===== config.mk =====
export PLATFORM = sky130hd
export DESIGN_NAME = card7seg_bank
export DESIGN_NICKNAME = d
export VERILOG_FILES = /design/src/rtl/card7seg_bank.sv
export SDC_FILE = /design/constraint.sdc
export NUM_CORES = 1
export LEC_CHECK = 0
export ABC_AREA = 1
export ABC_CLOCK_PERIOD_IN_PS = 1300
export CAP_MARGIN = 20
export CORE_MARGIN = 1
export CORE_UTILIZATION = 38
export DETAILED_ROUTE_END_ITERATION = 10
export PLACE_DENSITY_LB_ADDON = 0.12
export SLEW_MARGIN = 20
export SYNTH_ARGS = -nofsm -noshare
export SYNTH_HDL_FRONTEND = slang
export SYNTH_SLANG_ARGS = --single-unit
export TNS_END_PERCENT = 50

===== constraint.sdc =====
create_clock -name slow_clock -period 1.3 [get_ports slow_clock]
set_input_delay 0.13 -clock slow_clock [delete_from_list [all_inputs] [get_ports slow_clock]]
set_output_delay 0.13 -clock slow_clock [all_outputs]
set_load 0.01 [all_outputs]

===== src/rtl/card7seg_bank.sv =====
// Multi-digit card/score display bank: per-digit value registers, blink-on-load
// sequencing and active-low 7-segment decode for the HEX displays.
module card7seg_bank #(
  parameter int NUM_DIGITS  = 6,
  parameter int BLINK_HALF  = 4,
  parameter int BLINK_COUNT = 3,
  localparam int IDXW       = $clog2(NUM_DIGITS)
) (
  input  logic                    slow_clock,
  input  logic                    reset,
  input  logic                    load,
  input  logic [IDXW-1:0]         load_idx,
  input  logic [3:0]              load_val,
  input  logic                    load_mode,
  input  logic                    clear,
  output logic [7*NUM_DIGITS-1:0] hex_out,
  output logic [NUM_DIGITS-1:0]   loaded
);

  localparam int TOTAL = 2 * BLINK_HALF * BLINK_COUNT;
  localparam int CW    = $clog2(TOTAL);
  localparam int HW    = (BLINK_HALF > 1) ? $clog2(BLINK_HALF) : 1;
  localparam logic [CW-1:0] CNT_LAST  = CW'(TOTAL - 1);
  localparam logic [HW-1:0] HALF_LAST = HW'(BLINK_HALF - 1);
  localparam logic [6:0]    BLANK     = 7'h7F;

  typedef enum logic [1:0] {ST_EMPTY, ST_BLINK, ST_SHOW} digit_state_t;

  // Mode 0 = card rank (A..K, 10 drawn as "0"), mode 1 = decimal score 0..9.
  function automatic logic [6:0] decode(input logic [3:0] v, input logic m);
    logic [6:0] seg;
    seg = BLANK;
    case (v)
      4'd0:  seg = m ? 7'b1000000 : BLANK;
      4'd1:  seg = m ? 7'b1111001 : 7'b0001000;
      4'd2:  seg = 7'b0100100;
      4'd3:  seg = 7'b0110000;
      4'd4:  seg = 7'b0011001;
      4'd5:  seg = 7'b0010010;
      4'd6:  seg = 7'b0000010;
      4'd7:  seg = 7'b1111000;
      4'd8:  seg = 7'b0000000;
      4'd9:  seg = 7'b0010000;
      4'd10: seg = m ? BLANK : 7'b1000000;
      4'd11: seg = m ? BLANK : 7'b1100001;
      4'd12: seg = m ? BLANK : 7'b0011000;
      4'd13: seg = m ? BLANK : 7'b0001001;
      default: seg = BLANK;
    endcase
    return seg;
  endfunction

  generate
    for (genvar gi = 0; gi < NUM_DIGITS; gi++) begin : g_digit
      digit_state_t  state_reg, state_next;
      logic [3:0]    value_reg;
      logic          mode_reg;
      logic [CW-1:0] blink_cnt_reg, blink_cnt_next;
      logic [HW-1:0] half_cnt_reg, half_cnt_next;
      logic          phase_reg, phase_next;
      logic [6:0]    hex_reg, hex_next;
      logic          hit;

      assign hit = load && (load_idx == IDXW'(gi));

      always_ff @(posedge slow_clock) begin
        if (reset) begin
          state_reg     <= ST_EMPTY;
          value_reg     <= 4'd0;
          mode_reg      <= 1'b0;
          blink_cnt_reg <= '0;
          half_cnt_reg  <= '0;
          phase_reg     <= 1'b0;
          hex_reg       <= BLANK;
        end else begin
          state_reg     <= state_next;
          blink_cnt_reg <= blink_cnt_next;
          half_cnt_reg  <= half_cnt_next;
          phase_reg     <= phase_next;
          hex_reg       <= hex_next;
          if (hit && !clear) begin
            value_reg <= load_val;
            mode_reg  <= load_mode;
          end
        end
      end

      // phase_reg tracks (blink_cnt / BLINK_HALF) odd-ness without a divider.
      always_comb begin
        state_next     = state_reg;
        blink_cnt_next = blink_cnt_reg;
        half_cnt_next  = half_cnt_reg;
        phase_next     = phase_reg;
        if (clear) begin
          state_next     = ST_EMPTY;
          blink_cnt_next = '0;
          half_cnt_next  = '0;
          phase_next     = 1'b0;
        end else if (hit) begin
          state_next     = ST_BLINK;
          blink_cnt_next = '0;
          half_cnt_next  = '0;
          phase_next     = 1'b0;
        end else if (state_reg == ST_BLINK) begin
          if (half_cnt_reg == HALF_LAST) begin
            half_cnt_next = '0;
            phase_next    = ~phase_reg;
          end else begin
            half_cnt_next = half_cnt_reg + 1'b1;
          end
          if (blink_cnt_reg == CNT_LAST) begin
            state_next     = ST_SHOW;
            blink_cnt_next = '0;
            half_cnt_next  = '0;
            phase_next     = 1'b0;
          end else begin
            blink_cnt_next = blink_cnt_reg + 1'b1;
          end
        end
      end

      always_comb begin
        hex_next = BLANK;
        if (!clear) begin
          case (state_reg)
            ST_BLINK: hex_next = phase_reg ? decode(value_reg, mode_reg) : BLANK;
            ST_SHOW:  hex_next = decode(value_reg, mode_reg);
            default:  hex_next = BLANK;
          endcase
        end
      end

      assign hex_out[7*gi +: 7] = hex_reg;
      assign loaded[gi]         = (state_reg != ST_EMPTY);
    end
  endgenerate

endmodule


==> metrics <==
asr flop ratio synth=0; Final Setup Violations=0; CTS H-tree depth=4; met1 Usage GRT=0.2345; Util after Layout=0.5208; Via-to-Cell Ratio=~4.8; Final Hold Viols=0; initial core utilization=0.3871; Worst Skew=0.005461 ns; P per Cell Area=1091 nW/µm²; # Max-Cap Violations=0; top cells by area, synth=dfxtp_1 40%, nand2_1 13%, nor2_1 6.5%; flip-flop count of the largest register after layout=42; Synth top area share=0.3960; crit path buf inv count=3; endpoint type of the worst setup path=output port; FF+latch count, synth=about 130; chip height=134.5 µm; DIE AREA=18090 µm²; Synth Area in Simple Gates=0.3381; most common cell in the netlist=nand2_1; antenna violations before repair=0; CTS tree=built; CTS max path bufs=2; vias in the first global route=around 5700; CP max-delay cell=dfxtp_2; crit path time final=1.284 ns; GPL Wtd Cong=0.8515; GRT met2 Usage=0.2798; number of buffers created by CTS=17; # fillers=1697; Root Buffer=clkbuf_16; Nets=roughly 1100; worst path required time=1.17 ns; RSZ-0062 raised after global routing=yes; Crit Path Max Fanout=3; Max Slew Vio Count=0; commonest register cell after synthesis=dfxtp_1; total power=9794 µW; total core area=roughly 17000 µm²; CP delay by family, top=flip-flops; Data arrival, critical path=1.15 ns; Worst Hold Class=flip-flop to flip-flop; number of diodes=0; Reg clk slew, reported paths=0.06 ns; slew margin rel.=0.7715; GR peak layer=met2; Largest stage delay, worst path=between 0.3 and 0.4 ns; Yosys cell types=35; post-placement cell count=1274; synthesized cell area=6673 µm²; total grt overflow=0; YS warnings=0; placed cell area=between 8000 and 9000 µm²; first-pass GRT wire length=25850 µm; Syn Nets=roughly 970; status=completed; peak supply drop=0.9099 mV; pin count of the biggest net entering global routing=31; worst-skew pair later-pin latency=0.42 ns; Static Leak=0.003480 µW; hpwl dp=11260 µm; number of flops mapped to enable cells by yosys=0; remaining antenna violation count after routing=0; critical path type=flip-flop to output port; crit-path cells=inv_2 -> ha_2 -> inv_1 -> buf_2; largest family of logic cells by synthesized area=simple AND/OR/NAND/NOR gates; adder-cell share of the synthesized area=0.05625; Non-Filler Instances=1310; final cycle utilization of the critical path=0.9878; largest area contributor in the netlist=dfxtp_1; Synth Instances=929; Worst Setup SP=g_digit[5].state_reg[1]$_SDFFE_PP0P_; Chip Width=around 130 µm; RR Startpoint=g_digit[3].state_reg[0]$_SDFFE_PP0P_; mean post-synth cell area=7.183 µm²; Achievable Freq=0.7788 GHz; FP Rows=48; critical path launch point type=flip-flop; layout cell share with drive strength beyond 1=0.2350; final wirelength=15160 µm; mux contribution to synthesized area=0; post-route cell area=8976 µm²; Min-Delay Startpoint=g_digit[4].phase_reg$_SDFFE_PP0P_; I/O Pins=60; PortBufs=59; TritonRoute pass-1 iters=5; Vias=6333; Post-Synth XOR/XNOR Area=0.01181; Area Overhead vs Synth=34.52%; met3 Use GR=0.03791; Compound-Gate Fraction of Synth Area=0.1232; sequential share of the synthesized area=0.3960; initial drt markers=around 220; synth cell count leaders=227 x nand2_1, 132 x dfxtp_1, 116 x nor2_1; clock sinks=132; gr usage total=0.1769; WL per Instance=between 10 and 15 µm; CTS hold repair buffers=0; Worst Max-Slew Pin Slew=between 0.3 and 0.4 ns; DRC errors left=0
## cells in the final DEF, fill, tap and decap left out, drive strengths merged, types with 35 or more instances in the layout
master and n:
dfxtp 132, nand2 239, nor2 122, inv 107, o21ai 35, a21oi 57, a211oi 38, buf 86
dlygate4sd2 42, nand3 83
## through the flow
stage                     worst slack, ns  setup TNS [ns]  hold WS, ns
after floorplan                    0.1093               0       0.3059
after global placement            -0.2676          -23.45       0.4528
after detailed placement          -0.2746          -24.52       0.4534
after CTS                       -0.002542       -0.002542       0.4620
after global routing             -0.05357         -0.2239       0.4743
final                             0.01590               0       0.4571
## final timing paths
path	to	slack (ns)	cells after the start
setup / recovery	loaded[5]	0.02	4
hold / removal	g_digit[4].phase_reg$_SDFFE_PP0P_	0.46	2
setup reg to reg	g_digit[3].hex_reg[1]$_SDFF_PP1_	0.06	7
hold reg to reg	g_digit[4].phase_reg$_SDFFE_PP0P_	0.46	2
## power breakdown
group          switching (µW)  internal (µW)  total, µW
Clock                    1750           3280       5030
Sequential               28.1           4080       4110
Combinational             382            274        657
## layout make-up
cell class | instances | area, µm² | area share
flip-flops and latches | 132 | 2679 | 0.2984
clock inverters | 10 | 155.1 | 0.01728
inverters | 108 | 415.4 | 0.04628
multi-input cells | 675 | 3754 | 0.4182
clock buffers | 21 | 460.4 | 0.05130
well taps | 225 | 281.5 | 0.03136
repair buffers | 139 | 1231 | 0.1372
## tightest hold or removal path: stages (launching register included)
cell	delay (ns)
dfxtp_1	0.30
nand2_1	0.06
a21oi_1	0.05
## repair_timing
item                                    4_1_cts  5_1_grt
pin swaps                                     0        3
setup buffers                                 4        1
gates resized for setup                     107       88
endpoints found under the setup margin       60       73
## cells by family after synthesis
| family | after synthesis |
|---|---|
| flip-flops | 132 |
| XOR/XNOR | 9 |
| adder cells (fa/ha/maj) | 30 |
| buffers and inverters | 122 |
| AND/OR/NAND/NOR | 501 |
| AO/OA/AOI/OAI | 135 |
## layer usage
metal,share of wire,vias to the layer above
met5,0,-
met1,0.50,2844
met4,0.017,0
met3,0.035,25
met2,0.45,94
li1,-,3370
Note: power is estimated with default switching activity, not from simulation.
